`config.mk`:
```
export PLATFORM = sky130hd
export DESIGN_NAME = word_serializer
export DESIGN_NICKNAME = d
export VERILOG_FILES = /design/src/rtl/word_serializer.sv
export SDC_FILE = /design/constraint.sdc
export NUM_CORES = 1
export LEC_CHECK = 0
export ABC_CLOCK_PERIOD_IN_PS = 3000
export CAP_MARGIN = 15
export CELL_PAD_IN_SITES_DETAIL_PLACEMENT = 1
export CELL_PAD_IN_SITES_GLOBAL_PLACEMENT = 1
export CORE_MARGIN = 2
export CORE_UTILIZATION = 36
export CTS_CLUSTER_DIAMETER = 60
export DETAILED_ROUTE_END_ITERATION = 8
export PLACE_DENSITY = 0.9
export SYNTH_ARGS = -nofsm -noshare
export SYNTH_HDL_FRONTEND = slang
export SYNTH_HIERARCHICAL = 1
export SYNTH_SLANG_ARGS = --single-unit
```
`constraint.sdc`:
```
create_clock -name clk -period 3 [get_ports clk]
set_input_delay 0.45 -clock clk [delete_from_list [all_inputs] [get_ports clk]]
set_output_delay 0.45 -clock clk [all_outputs]
set_load 0.01 [all_outputs]
```
`src/rtl/word_serializer.sv`:
```
// word_serializer: parallel-in, serial-out converter from W-bit words to a
// 1-bit-per-cycle stream with valid/ready on both sides. Back-to-back words
// stream with no idle cycle between them.
// Optional build macro WORD_SERIALIZER_INVERT_EN: drives the inverse of the
// selected shift-register bit onto down_data, using a 2:1 mux with constant
// data inputs. Handshake and down_last are identical in both builds.

`ifdef WORD_SERIALIZER_INVERT_EN
// Single-bit 2:1 mux; wired as an inverter by tying d0=1, d1=0.
module word_serializer_mux2 (
   input  logic d0,
   input  logic d1,
   input  logic sel,
   output logic y
);
   assign y = sel ? d1 : d0;
endmodule
`endif

module word_serializer #(
   parameter int W         = 8,
   parameter int LSB_FIRST = 0
) (
   input  logic         clk,
   input  logic         rst,
   input  logic         up_valid,
   output logic         up_ready,
   input  logic [W-1:0] up_data,
   output logic         down_valid,
   input  logic         down_ready,
   output logic         down_data,
   output logic         down_last
);
   localparam int            CW       = (W > 1) ? $clog2(W) : 1;
   localparam logic [CW-1:0] CNT_LAST = CW'(W - 1);

   typedef enum logic {IDLE, SHIFT} state_t;

   state_t        state_q, state_d;
   logic [W-1:0]  sr_q, sr_d;
   logic [CW-1:0] cnt_q, cnt_d;

   logic shifting, at_last, accept, xfer, sel_bit;

   assign shifting   = (state_q == SHIFT);
   assign at_last    = shifting && (cnt_q == '0);
   // Ready depends only on state and down_ready, never on up_valid.
   assign up_ready   = (state_q == IDLE) || (at_last && down_ready);
   assign accept     = up_valid && up_ready;
   assign down_valid = shifting;
   assign xfer       = down_valid && down_ready;
   assign down_last  = at_last;
   assign sel_bit    = (LSB_FIRST != 0) ? sr_q[0] : sr_q[W-1];

`ifdef WORD_SERIALIZER_INVERT_EN
   logic inv_bit;
   word_serializer_mux2 u_inv (
      .d0  (1'b1),
      .d1  (1'b0),
      .sel (sel_bit),
      .y   (inv_bit)
   );
   // Gated with SHIFT so the line rests at 0 while idle.
   assign down_data = shifting & inv_bit;
`else
   // Gated with SHIFT: sr may still hold the last bit after returning to IDLE.
   assign down_data = shifting & sel_bit;
`endif

   // Next-state: load on accept (also covers reload on the last bit), shift on
   // transfer, otherwise hold (which keeps outputs stable under backpressure).
   always_comb begin
      state_d = state_q;
      sr_d    = sr_q;
      cnt_d   = cnt_q;
      if (accept) begin
         sr_d    = up_data;
         cnt_d   = CNT_LAST;
         state_d = SHIFT;
      end else if (xfer) begin
         if (cnt_q != '0) begin
            sr_d  = (LSB_FIRST != 0) ? (sr_q >> 1) : (sr_q << 1);
            cnt_d = cnt_q - CW'(1);
         end else begin
            state_d = IDLE;
         end
      end
   end

   // State registers with synchronous reset; a reset mid-word drops the word.
   always_ff @(posedge clk) begin
      if (rst) begin
         state_q <= IDLE;
         sr_q    <= '0;
         cnt_q   <= '0;
      end else begin
         state_q <= state_d;
         sr_q    <= sr_d;
         cnt_q   <= cnt_d;
      end
   end

endmodule

```
==> metrics, run 1 <==
Mapped Avg Cell Area 9.95 µm²; GP Congestion just under 0.7; top cells by count, synth dfxtp_1 (12), inv_1 (11), a21oi_1 (7), o221a_1 (7); critical path fanouts, max 4; final slew viol count 0; layout cells sized above 1 16.2%; Distinct cells, synth 17; diodes inserted 0; 1st-iter DRT viols 6; Core Region 1520 µm²; crit path from cnt_q[0]; DIE WIDTH 44.4 µm; Initial Util 38.5%; post-synthesis cell count 59; worst-case hold path end point cnt_q[2]; syn nets 73; CP startpoint kind flop; Die Height 44.4 µm; die area 1970 µm²; number of cells upsized or downsized after cts 0; dpl cells a little under 90; CTS tree yes; hold depth 1; Clock Skews roughly 8.1 ps; hpwl dp 878 µm; Post-Syn Area 587 µm²; Post-synth top flop dfxtp_1; Final Instance Area 753 µm²; register bit count reported by yosys 12; count leader, synth dfxtp_1; Worst EP arrival 1810 ps; Final Hold Fails 0; Final period util 75.4%; Placed Area 731 µm²; Post-CTS Hold Buffers 0; All-Layer GR Usage about 14%; Ports 16; dominant cell type by area after synthesis dfxtp_1; slowest CP cell clkdlybuf4s50_1; total chip power ~0.00037 W; remaining global-route overflow 0; CTS sink cnt 12; H-tree depth 1; DRC viols 0; clock buffer depth 2; synth top area cells dfxtp_1 (41%), o221a_1 (13%), inv_1 (7.0%); area share of the largest cell type after synthesis between 40% and 50%; Worst Min Path Start cnt_q[2]; num rows 14; Hold Path Class reg2reg; worst r2r src cnt_q[0]; final net count 90; DR pass1 iterations 3; max frequency roughly 0.44 GHz; WHS 469 ps; Clock Pin Slew Worst Setup and Hold Paths roughly 80 ps; Crit path largest cell delay 480 ps; P_leak about 0.30 nW; wire per inst 12.8 µm; Critical Path RT 2550 ps; Final Instance Count excl. Fillers 90; critical path class reg2out; DRT antenna net count 0; Num CTS Buffers 3; final WL 1.15 mm; CP Capture Type primary output; Reg-to-Reg End sr_q[1]; endpoints failing setup 0; Max rail drop VDD 0.000317 V; R2R setup slack between 1000 and 1500 ps; Synth async-reset ratio 0%; initial antenna violation count 0; vias in the first global route 458; CP Cell Sequence inv_1 > ha_1 > ha_1 > a21bo_2 > clkdlybuf4s50_1; Slew @ Worst Pin approximately 530 ps; Worst path most repeated cell ha_1; register area share after synthesis 40.9%; first-pass GRT wire length 1.97 mm; root buffer cell clkbuf_4; fin crit period 2260 ps; run status finished, final reports clean; Slew headroom 64.4%; final setup TNS 0 ps; Buffers on Ports 15; vias 468; Post-CTS Setup Bufs 0; RSZ-0062 raised after global routing no; Skew-Pair Late Insertion Delay 260 ps; vias per cell roughly 5.2; Fill cells ~180; Post-synth EDFFs 0; R2R cell count 6; Layout area overhead 28.4%; PwrDens 485 nW/µm²; largest net degree at the start of global routing 13; Max Cap Viol 0; Synth Warn # 6
[registers in the layout (all words and copies together) (netlist names)]
register	cells
cnt_q	3
sr_q	8
down_valid	1
[final cells by class]
type	instances	area, µm²	share of cell area, %
tap	16	20.0	2.66
multi-input combinational	33	279	37.0
clock buffer	3	22.5	2.99
inverter	11	41.3	5.48
timing repair buffer	15	150	19.9
sequential	12	240	31.9
[critical path, delay by kind of cell, from the launching register on]
family | cells | cell delay [ps]
buffers and inverters | 2 | 530
AO/OA/AOI/OAI | 1 | 250
adder cells (fa/ha/maj) | 2 | 420
flip-flops | 1 | 360
[routing by layer]
layer  up-vias  wire [µm]  global-route usage (%)
met2         7        506                    21.8
met5         -          0                       0
met3         2         53                    3.67
met4         0          9                    5.45
met1       221        584                    17.9
li1        238          -                       -
[kinds of logic after synthesis]
kind of cell / count (synthesis) / synth area share (%)
compound gates: 25 / 36.0
fa+ha+maj: 2 / 4.26
flops: 12 / 40.9
buf+inv: 14 / 11.5
simple gates: 6 / 7.25
[worst max-delay path by stage]
stage | end | cells after the start
floorplan | up_ready | 4
global placement | up_ready | 3
detailed placement | up_ready | 3
CTS | up_ready | 5
global route | up_ready | 5
finish | up_ready | 5
[layout by cell type (no fill, tap or decap), drive strengths merged]
cell | netlist | routed
and2 | 2 | 2
ha | 2 | 2
clkdlybuf4s50 | 0 | 15
inv | 11 | 11
and3b | 1 | 1
a21oi | 11 | 11
o21bai | 1 | 1
nand2b | 1 | 1
nor2b | 1 | 1
o21a | 4 | 4
dfxtp | 12 | 12
nand2 | 1 | 1
clkbuf | 0 | 3
o221a | 7 | 7
a21bo | 1 | 1
a221oi | 1 | 1
[per-stage QoR]
step / setup WS (ps) / utilization (%)
6_report: 738 / 49.4
5_1_grt: 626 / 49.4
4_1_cts: 731 / 49.4
3_5_place_dp: 918 / 47.9
3_3_place_gp: 933 / 47.9
2_1_floorplan: 1560 / -
[report_power, final]
group | internal, W | switching (W)
clock network | 0.0000462 | 0.0000498
logic | 0.0000465 | 0.0000376
registers | 0.000176 | 0.00000914
Power figures use the tool's default switching activity.
==> run 2, diff against run 1 <==
- ABC_CLOCK_PERIOD_IN_PS: 3000 -> 1850
- CORE_UTILIZATION: 36 -> 30
- PLACE_DENSITY: 0.9 -> 0.81
- clock period: 3 -> 1.85 ns (I/O delays scaled with it)
==> run 2 against run 1 <==
  * Clock-buffer cell count unchanged
  * Cell count increased by 11%
  * Critical path type unchanged
  * Clock power increased by 62%
  * Worst setup slack got worse by 660 ps
  * First-iteration DRC count decreased by 100%
==> metrics, run 2 (synthesis gave the netlist of run 1 again) <==
final slew viol count 0 (unchanged); R2R setup slack 240 ps (-1040 ps); Slew @ Worst Pin 529 ps (-2.42 ps); RSZ-0062 raised after global routing no; All-Layer GR Usage 12.5% (-1.2 points); P_leak 0.306 nW (+2.9%); Reg-to-Reg End sr_q[5]; register area 241 µm² (+0.52%); Fill cells 213 (+19%); Critical Path RT 1570 ps (-980 ps); number of flip-flops in the largest register 8 (unchanged); CP Cell Sequence inv_1 > ha_1 > ha_2 > a21bo_2 > clkdlybuf4s15_1; Buffers on Ports 15 (unchanged); area taken by multi-input logic gates 282 µm² (+0.90%); DR pass1 iterations 1 (-2); DIE WIDTH 48.2 µm (+8.7%); 1st-iter DRT viols 0 (-6); CP startpoint kind flop; final net count 91 (+1.1%); worst r2r src cnt_q[0]; Num CTS Buffers 3 (unchanged); GP Congestion 0.667 (-2.0%); R2R cell count 6 (unchanged); final setup TNS 0 ps (unchanged); Clock Skews 3.02 ps (-5.11 ps); die area 2330 µm² (+18%); layout cells sized above 1 20.0% (+3.8 points); Crit path largest cell delay 340 ps (-140 ps); slowest CP cell dfxtp_2; H-tree depth 1 (unchanged); most frequent cells in the layout clkdlybuf4s50_1 (13), inv_1 (11), dfxtp_1 (11); Max rail drop VDD 0.000360 V (+14%); Largest Register sr_q; crit path from cnt_q[0]; CTS tree yes; Initial Util 32.9% (-5.6 points); initial antenna violation count 0 (unchanged); Core Region 1780 µm² (+17%); Layout area overhead 32.0%; Hold Path Class reg2reg; hpwl dp 940 µm (+7.0%); Final period util 95.6%; PwrDens 770 nW/µm² (+59%); diodes inserted 0 (unchanged); Die Height 48.2 µm (+8.7%); Worst EP arrival 1490 ps (-320 ps); root buffer cell clkbuf_4; DRC viols 0 (unchanged); vias 478 (+2.1%); endpoints failing setup 0 (unchanged); vias in the first global route 468 (+2.2%); Skew-Pair Late Insertion Delay 260 ps (about the same); Ports 16 (unchanged); fin crit period 1770 ps; dpl cells 97 (+11%); max frequency 0.566 GHz; DRT antenna net count 0 (unchanged); crit path buf inv count 2 (unchanged); Clock Pin Slew Worst Setup and Hold Paths 70 ps (about the same); critical path fanouts, max 4 (unchanged); Max Cap Viol 0 (unchanged); critical path's top delay family adder cells; critical path class reg2out; final WL 1.25 mm (+8.6%); total chip power 0.000597 W (+63%); first-pass GRT wire length 1.99 mm (+0.71%); Final Instance Count excl. Fillers 100 (+11%); remaining global-route overflow 0 (unchanged); Slew headroom 64.6% (+0.16 points); Crit path depth 5 (unchanged); Post-CTS Hold Buffers 0 (unchanged); commonest non-fill, non-tap cell in the layout clkdlybuf4s50_1; Final Hold Fails 0 (unchanged); vias per cell 4.78 (-8.1%); run status finished, final reports clean; CP endpoint up_ready; CP Capture Type primary output; clock buffer depth 2 (unchanged); largest net degree at the start of global routing 13 (unchanged); num rows 15 (+1); CTS sink cnt 12 (unchanged); wire per inst 12.5 µm (-2.3%)
[run 2: worst register-to-register path, delay by kind of cell, from the launching register on]
kind            cells  cell delay [ps]
compound gates      2              630
fa+ha+maj           2              380
flops               1              340
simple gates        1              160
buf+inv             1               40
[run 2: how the worst min path moves through the flow]
stage	from	endpoint	slack [ps]	cells after the start
6_report	cnt_q[2]	cnt_q[2]	470	1
5_1_grt	cnt_q[1]	cnt_q[1]	500	1
4_1_cts	cnt_q[2]	cnt_q[2]	470	1
3_5_place_dp	cnt_q[2]	cnt_q[2]	450	1
3_3_place_gp	cnt_q[1]	cnt_q[1]	450	1
2_1_floorplan	up_valid	down_valid	430	2
[run 2: cell type report]
| cell class | count | share of cell area (%) |
|---|---|---|
| Sequential cell | 12 | 31.2 |
| Timing Repair Buffer | 16 | 20.2 |
| Clock buffer | 3 | 2.91 |
| Multi-Input combinational cell | 33 | 36.3 |
| Tap cell | 25 | 4.04 |
| Inverter | 11 | 5.33 |
[run 2: power by group]
group	switching, W	total [W]	leakage (nW)	internal, W
clock network	0.0000815	0.000156	0.0138	0.0000750
logic	0.0000626	0.000139	0.192	0.0000760
registers	0.0000153	0.000301	0.100	0.000286
[run 2: metal layers]
layer	routed length [µm]	part of all wire [%]	GRT usage (%)	up-vias
met1	550	44	14.1	221
met3	61	4.9	4.44	4
li1	-	-	-	239
met4	28	2.2	7.03	0
met5	0	0	0	-
met2	612	49	20.5	14
[run 2: what timing repair did]
item / CTS / global route
endpoints found under the setup margin: 2 / 1
buffers inserted: 0 / 0
resized for setup: 4 / 1
[run 2: per-stage QoR]
| stage | utilization (%) | worst slack (ps) | hold WS [ps] | area [µm²] |
|---|---|---|---|---|
| 2_1_floorplan | - | 446 | 428 | 587 |
| 3_3_place_gp | 42.0 | 101 | 449 | 749 |
| 3_5_place_dp | 42.0 | 65.3 | 455 | 749 |
| 4_1_cts | 43.4 | 32.1 | 472 | 773 |
| 5_1_grt | 43.4 | 4.34 | 495 | 774 |
| 6_report | 43.4 | 82.2 | 467 | 774 |
==> run 3, diff against run 2 <==
- ABC_CLOCK_PERIOD_IN_PS: 1850 -> not set
- TNS_END_PERCENT: not set -> 5
==> results of run 3 <==
The final DEF is identical to that of run 2; final timing and power are the same.
